**src/rtl/nes_joypad_reader.sv**
```systemverilog
// nes_joypad_reader
//   Initiator side of the NES controller serial link. Latches the pad with
//   joy_strobe, clocks the remaining bits out with joy_clock and publishes
//   the 8 buttons as a parallel, active-high byte
//   {right,left,down,up,start,select,b,a}. Bit 0 is A.
//
// Ports
//   clock      in   system clock, all logic on the rising edge
//   reset      in   asynchronous reset, active-high
//   poll       in   one-cycle request to start a transaction
//   joy_data   in   serial data from the pad, active-low, asynchronous
//   joy_strobe out  latch to the pad, active-high, registered
//   joy_clock  out  shift clock to the pad, idles low, registered
//   buttons    out  last complete sample, 1 = pressed
//   valid      out  one-cycle pulse together with each buttons update
//   busy       out  high while a transaction is in progress
module nes_joypad_reader #(
  parameter int C_tick_cycles = 128,
  parameter int C_poll_cycles = 357955
) (
  input  logic       clock,
  input  logic       reset,
  input  logic       poll,
  input  logic       joy_data,
  output logic       joy_strobe,
  output logic       joy_clock,
  output logic [7:0] buttons,
  output logic       valid,
  output logic       busy
);

  localparam int TW = (C_tick_cycles > 1) ? $clog2(C_tick_cycles) : 1;
  localparam logic [TW-1:0] TICK_LAST = TW'(C_tick_cycles - 1);
  localparam bit POLL_EN = (C_poll_cycles > 0);
  localparam int PW = (C_poll_cycles > 1) ? $clog2(C_poll_cycles) : 1;
  localparam logic [PW-1:0] POLL_LAST = PW'(POLL_EN ? C_poll_cycles - 1 : 0);

  typedef enum logic [2:0] {
    S_IDLE,
    S_LATCH,
    S_GAP,
    S_CLK_HI,
    S_CLK_LO,
    S_DONE
  } state_t;

  state_t        state;
  state_t        state_next;
  logic [TW-1:0] tick_cnt;
  logic          tick_end;
  logic [2:0]    bit_idx;
  logic [2:0]    bit_idx_next;
  logic          sample_en;
  logic          start;
  logic [7:0]    shreg;
  logic          data_meta;
  logic          data_s;
  logic [PW-1:0] poll_cnt;
  logic          poll_wrap;
  logic          pending;

  assign tick_end  = (tick_cnt == TICK_LAST);
  assign poll_wrap = POLL_EN && (poll_cnt == POLL_LAST);
  assign start     = (state == S_IDLE) && pending;
  assign busy      = (state != S_IDLE);

  // Two-flop synchroniser for the pad data line.
  always_ff @(posedge clock or posedge reset) begin
    if (reset) begin
      data_meta <= 1'b1;
      data_s    <= 1'b1;
    end else begin
      data_meta <= joy_data;
      data_s    <= data_meta;
    end
  end

  // Free-running auto-poll timer; it keeps counting during transactions so
  // the poll rate stays exact.
  always_ff @(posedge clock or posedge reset) begin
    if (reset) begin
      poll_cnt <= '0;
    end else if (!POLL_EN || poll_wrap) begin
      poll_cnt <= '0;
    end else begin
      poll_cnt <= poll_cnt + 1'b1;
    end
  end

  // Request flag. Requests collapse into one; a request landing in the very
  // cycle a transaction starts is kept for the next one.
  always_ff @(posedge clock or posedge reset) begin
    if (reset) begin
      pending <= 1'b0;
    end else if (start) begin
      pending <= poll | poll_wrap;
    end else begin
      pending <= pending | poll | poll_wrap;
    end
  end

  // Half-bit tick counter, parked at 0 whenever no tick is being timed.
  always_ff @(posedge clock or posedge reset) begin
    if (reset) begin
      tick_cnt <= '0;
    end else if (state == S_IDLE || state == S_DONE || tick_end) begin
      tick_cnt <= '0;
    end else begin
      tick_cnt <= tick_cnt + 1'b1;
    end
  end

  // Next-state logic. bit_idx doubles as the tick counter inside LATCH and
  // as the bit number during the clocked phase.
  always_comb begin
    state_next   = state;
    bit_idx_next = bit_idx;
    sample_en    = 1'b0;
    case (state)
      S_IDLE: begin
        if (pending) begin
          state_next   = S_LATCH;
          bit_idx_next = 3'd0;
        end
      end
      S_LATCH: begin
        if (tick_end) begin
          if (bit_idx == 3'd1) begin
            state_next   = S_GAP;
            bit_idx_next = 3'd0;
          end else begin
            bit_idx_next = bit_idx + 3'd1;
          end
        end
      end
      S_GAP: begin
        if (tick_end) begin
          sample_en    = 1'b1;
          state_next   = S_CLK_HI;
          bit_idx_next = 3'd1;
        end
      end
      S_CLK_HI: begin
        if (tick_end) begin
          state_next = S_CLK_LO;
        end
      end
      S_CLK_LO: begin
        if (tick_end) begin
          sample_en = 1'b1;
          if (bit_idx == 3'd7) begin
            state_next = S_DONE;
          end else begin
            bit_idx_next = bit_idx + 3'd1;
            state_next   = S_CLK_HI;
          end
        end
      end
      S_DONE: begin
        state_next = S_IDLE;
      end
      default: begin
        state_next = S_IDLE;
      end
    endcase
  end

  // State, sample capture and registered pad/host outputs. Strobe and clock
  // are decoded from the next state so they line up exactly with the state
  // they belong to and can never overlap.
  always_ff @(posedge clock or posedge reset) begin
    if (reset) begin
      state      <= S_IDLE;
      bit_idx    <= 3'd0;
      shreg      <= 8'h00;
      joy_strobe <= 1'b0;
      joy_clock  <= 1'b0;
      buttons    <= 8'h00;
      valid      <= 1'b0;
    end else begin
      state      <= state_next;
      bit_idx    <= bit_idx_next;
      joy_strobe <= (state_next == S_LATCH);
      joy_clock  <= (state_next == S_CLK_HI);
      valid      <= (state == S_DONE);
      if (sample_en) begin
        shreg[bit_idx] <= ~data_s;
      end
      if (state == S_DONE) begin
        buttons <= shreg;
      end
    end
  end

endmodule
```
**config.mk**
```make
export PLATFORM = sky130hd
export DESIGN_NAME = nes_joypad_reader
export DESIGN_NICKNAME = d
export VERILOG_FILES = /design/src/rtl/nes_joypad_reader.sv
export SDC_FILE = /design/constraint.sdc
export NUM_CORES = 1
export LEC_CHECK = 0
export ABC_AREA = 1
export CAP_MARGIN = 20
export CORE_ASPECT_RATIO = 1.75
export CORE_MARGIN = 1
export CORE_UTILIZATION = 39
export CTS_CLUSTER_DIAMETER = 50
export DETAILED_ROUTE_END_ITERATION = 10
export HOLD_SLACK_MARGIN = 0.02
export MAX_ROUTING_LAYER = met4
export PLACE_DENSITY = 0.56
export SYNTH_ARGS = -nofsm -noshare
export SYNTH_HDL_FRONTEND = slang
export SYNTH_SLANG_ARGS = --single-unit
export TNS_END_PERCENT = 30
```
**constraint.sdc**
```tcl
create_clock -name clock -period 2.3 [get_ports clock]
set_input_delay 0.23 -clock clock [delete_from_list [all_inputs] [get_ports clock]]
set_output_delay 0.23 -clock clock [all_outputs]
set_load 0.02 [all_outputs]
```
[Word level (Yosys, flattened, before mapping)]
Cells that the tools add are included.
Storage, ports and cells
  flip-flop bits (word level): 54
  input bits: 4
  word-level logic and storage cells: 69
  output and inout bits: 12
Cells by class
  $add $sub $neg: 3
  magnitude comparators: 2
  bitwise gates (word level): 4
  reduce and logical (&&, ||, !) cells: 9
  equal/unequal tests: 16
  mux-type cells: 23
Operators with widths (count)
  3-bit two-way mux: 13
  19-bit by 1-bit adder with 19-bit output (second input constant): 1
  19-bit equality test (second input constant): 1
  19-bit two-way mux: 1
  3-bit case mux with 5 select lines: 1
  3-bit case mux with 4 select lines: 1
  2-bit != test (second input constant): 5
  3-bit by 1-bit equality test with 1-bit output (second input constant): 3
  3-bit by 2-bit equality test with 1-bit output (second input constant): 3
  3-bit equality test (second input constant): 3
  8-bit bitwise mux: 1
  7-bit by 1-bit adder with 7-bit output (second input constant): 1
  7-bit equality test (second input constant): 1
  7-bit two-way mux: 1
  6-bit AND reduction: 1
  3-bit by 4-bit less-than comparator with 1-bit output (second input constant): 1
  1-bit two-way mux: 4
  4-bit nonzero test: 1
  3-bit by 1-bit adder with 3-bit output (second input constant): 1
  1-bit demux with 3-bit select: 1
  3-bit by 1-bit >= comparator with 1-bit output (second input constant): 1
  3-bit logical NOT: 1
  1-bit OR: 3
  3-bit nonzero test: 1
  4 further kinds: 6

[Logic depth before layout (Yosys ltp)]
  depth in word-level cells: 5
  gate-level depth with buffers: 9
  mapped depth without buffers: 9

[Worst setup path after synthesis]
Ideal clock, no wire load.
  path kind: register to register
  from: register poll_cnt[0]
  to: register poll_cnt[16]
  period minus slack after synthesis: 1.359 ns
  buffers on the path: 0
  library setup time: 0.124 ns
  path slack: 0.941 ns
  stages on the path, launching flop included: 8
  arrival time: 1.235 ns
  path through: dfrtp_1 > ha_1 > nand2_1 > nor2_2 > nand2_1 > nor2_1 > xor2_1 > nor2_1
On the way
  cells in the longest elaborated chain, start to end: 2
Ends and longest elaborated chain
  start: declaration: RTL line 58  | logic [PW-1:0] poll_cnt;
  start signal: assignment: RTL line 86  | poll_cnt <= poll_cnt + 1'b1;
  19-bit by 1-bit adder with 19-bit output / 19-bit equality test (equally long branches): RTL line 86, 63
  19-bit two-way mux (*): RTL line 83  | end else if (!POLL_EN || poll_wrap) begin
Every way passes the cells marked *; elsewhere a longest branch is shown, timed or not.
A chain may end at the register's enable or synchronous reset.

[Final worst setup path]
  from: register state[0]
  to: output port busy
On the way
  cells in the longest elaborated chain, start to end: 1
Ends and longest elaborated chain
  start: declaration: RTL line 47  | state_t state;
  start signal: assignment: RTL line 181  | state <= state_next;
  3-bit nonzero test: RTL line 65  | assign busy = (state != S_IDLE);
  end: declaration: RTL line 29  | output logic busy
No other way between the ends.

==> results.sh <==
export IMPL_grt_ovfl_total=0
export IMPL_clock_latency_ps=300
export IMPL_syn_inst=351
export IMPL_cts_made_buffers=5
export IMPL_antenna_found_initial=0
export IMPL_drc_errors=0
export IMPL_diodes=0
export IMPL_die_h_um=114.0
export IMPL_internal_power_uw=1378
export IMPL_dp_cells=451
export IMPL_final_util_pct=46.68
export IMPL_root_buffer="clkbuf_16"
export IMPL_wl_per_cell_um=12.11
export IMPL_grt_pass1_vias=2195
export IMPL_synth_seq_cells=54
export IMPL_max_cap_violations=0
export IMPL_setup_worst_path_start_class="flip-flop"
export IMPL_hold_path_class="in -> async"
export IMPL_area_growth_synth_to_final_pct=15.35
export IMPL_critPathBufInv=1
export IMPL_fmax_ghz=0.5372
export IMPL_syn_num_nets=361
export IMPL_htree_levels=2
export IMPL_ant_nets=0
export IMPL_clockPowerShare_pct=44.5
export IMPL_power_leakage_uw=0.001613
export IMPL_finalNetCount=384
export IMPL_post_cts_buffers=0
export IMPL_dieWidth_um=66.00
export IMPL_setup_violations=0
export IMPL_die_area_um2=7523
export IMPL_crit_fanout=5
export IMPL_rsz0062_at_grt="false"
export IMPL_pwr_share_comb_pct=1.6
export IMPL_cts_clk_slew_worst_paths_ps=70
export IMPL_final_cells=459
export IMPL_crit_start="state[0]"
export IMPL_p_total_uw=1769
export IMPL_grt_max_degree=36
export IMPL_finClkSkew_ps=6.103
export IMPL_synth_cell_types=29
export IMPL_syn_cell_area_um2=2795
export IMPL_top_level_ports=16
export IMPL_slew_headroom_pct=70.47
export IMPL_core_area_um2=6907
export IMPL_port_buffers=15
export IMPL_rr_worst_depth=7
export IMPL_clockBufferDepth=2
export IMPL_outcome="finished clean"
export IMPL_ys_seq_area_share_pct=48.43
export IMPL_slowest_delay_ps=570
export IMPL_r2r_slack_ps=780
export IMPL_p_sw_uw=391.5
export IMPL_finalCriticalPeriod_ps=1862
export IMPL_finalHoldViolations=0
export IMPL_cts_resized=0
export IMPL_finalCritPeriodShare_pct=80.94
export IMPL_cts_sink_count=54
export IMPL_r2r_end="poll_cnt[16]"
export IMPL_cts_hold_buf=0
export IMPL_worstSetupPathType="reg -> out"
export IMPL_worstSetupEndpoint="busy"
export IMPL_cp_slowest_cell="clkdlybuf4s50_1"
export IMPL_power_frac_seq_pct=53.9
export IMPL_drive_above_1_share_pct=10.67
export IMPL_synth_warnings=0
export IMPL_tns_ps=0
export IMPL_drt_iter0_markers=86
export IMPL_post_drt_via_cell_ratio=4.832
export IMPL_swShare_pct=22.13
export IMPL_crit_chain="nor2_2 > nand2_1 > clkdlybuf4s50_1"
export IMPL_crit_arrival_ps=1630
export IMPL_cp_depth=3
export IMPL_syn_area_per_cell_um2=7.963
export IMPL_drv_slew=0
export IMPL_vias=2218
export IMPL_max_slew_worst_pin_slew_ps=442.3
export IMPL_wirelength_um=5560
export IMPL_critical_path_top_delay_family="buffers and inverters"
export IMPL_drtPass1Iterations=4
export IMPL_initial_core_util_pct=40.47
export IMPL_r2r_start="poll_cnt[0]"
export IMPL_power_density_nw_per_um2=548.6
export IMPL_cts_tree="built"
export IMPL_fp_row_count=40
export IMPL_dpl_hpwl_um=4330
export IMPL_ir_drop_mv=0.3937
export IMPL_required_ps=2070
export IMPL_end_kind="primary output"
export IMPL_track_usage_pct=17.64
export IMPL_place_gp_congestion=0.9018
export IMPL_whs_ps=254.2
export IMPL_grt_pass1_wl_um=9680
export IMPL_fillerInstances=677
through the flow:
| stage | setup slack [ps] | cell area (um^2) |
|---|---|---|
| after global routing | 354.7 | 3224 |
| final | 438.3 | 3224 |
| after global placement | 801.3 | 3070 |
| after CTS | 429.4 | 3224 |
| after floorplan | 758.7 | 2795 |
| after detailed placement | 758.2 | 3070 |
final cells by class:
cell class / instances / area (um^2) / share of cell area, %
Sequential cell: 54 / 1354 / 41.99
Multi-Input combinational cell: 251 / 1264 / 39.19
Inverter: 46 / 177.7 / 5.510
Timing Repair Buffer: 16 / 170.2 / 5.277
Clock buffer: 5 / 125.1 / 3.880
Tap cell: 84 / 105.1 / 3.260
Clock inverter: 3 / 28.78 / 0.8925
power groups by stage:
stage	Combinational, uW	Clock (uW)	Sequential (uW)
floorplan	13.9	0	972
global placement	29.9	0	973
detailed placement	29.9	0	973
CTS	29.8	823	954
global route	32.7	863	955
finish	27.6	787	954
worst register-to-register path, delay by kind of cell, from the launching register on:
family | cells | cell delay (ps)
xor+xnor | 1 | 160
fa+ha+maj | 1 | 260
flops | 1 | 470
simple gates | 5 | 520
kinds of logic (layout without fill, tap and decap cells):
logic type / count (synthesis) / in the layout / synth area share (%)
xor+xnor: 10 / 10 / 3.134
buf+inv: 46 / 70 / 6.356
fa+ha+maj: 6 / 6 / 2.686
simple gates: 219 / 219 / 36.17
compound gates: 16 / 16 / 3.223
flops: 54 / 54 / 48.43
cell usage after synthesis (all sizes together):
master  count  share of area (%)
and3        1               0.22
a31oi       1               0.22
dfstp       2                1.9
o21ai       9                1.6
o21bai      2               0.54
clkinv      1               0.31
xnor2       1               0.31
xor2        9                2.8
inv        45                6.0
nand2     110                 16
nand3      32                7.3
nor3        5                1.3
or2         1               0.22
nor3b       2               0.54
a21oi       4               0.85
dfrtp      52                 47
nor2       57                8.5
nand4      11                2.5
ha          6                2.7
registers in the layout, indices dropped and copies added, names as in the netlist:
register,cells
buttons,8
pending,1
joy_strobe,1
data_meta,1
shreg,8
joy_clock,1
bit_idx,3
state,3
poll_cnt,19
data_s,1
tick_cnt,7
valid,1
cell usage in the layout (no fill, tap or decap), types with 2 or more instances in the layout:
master and n:
inv_2 5, dfstp_2 2, o21bai_1 2, nor3_2 2, clkinv_4 2, nand3_2 6
nand4_1 11, a21oi_1 3, clkdlybuf4s50_1 15, nor3_1 3, nand3_1 25, nor2_2 3
inv_1 40, dfrtp_1 52, clkbuf_16 5, nor2_1 52, ha_1 6, nand2_1 103
nor3b_1 2, nand2_4 2, o21ai_1 8, nand2_2 5, nor2_4 2, xor2_1 9
layer usage:
layer	vias to the layer above	track usage, %	part of all wire, %
li1	1146	-	-
met1	1036	17.06	38
met2	23	31.63	56
met3	13	3.800	2.1
met4	0	9.362	3.6
met5	-	-	0
worst min-delay path by stage:
stage                            end  slack, ps  depth (start not counted)
final                     buttons[7]        250                          2
after global routing      buttons[7]        310                          2
after CTS                 buttons[7]        270                          2
after detailed placement      data_s        350                          0
after global placement        data_s        350                          0
after floorplan            data_meta        230                          0
Note: power is estimated with default switching activity, not from simulation.
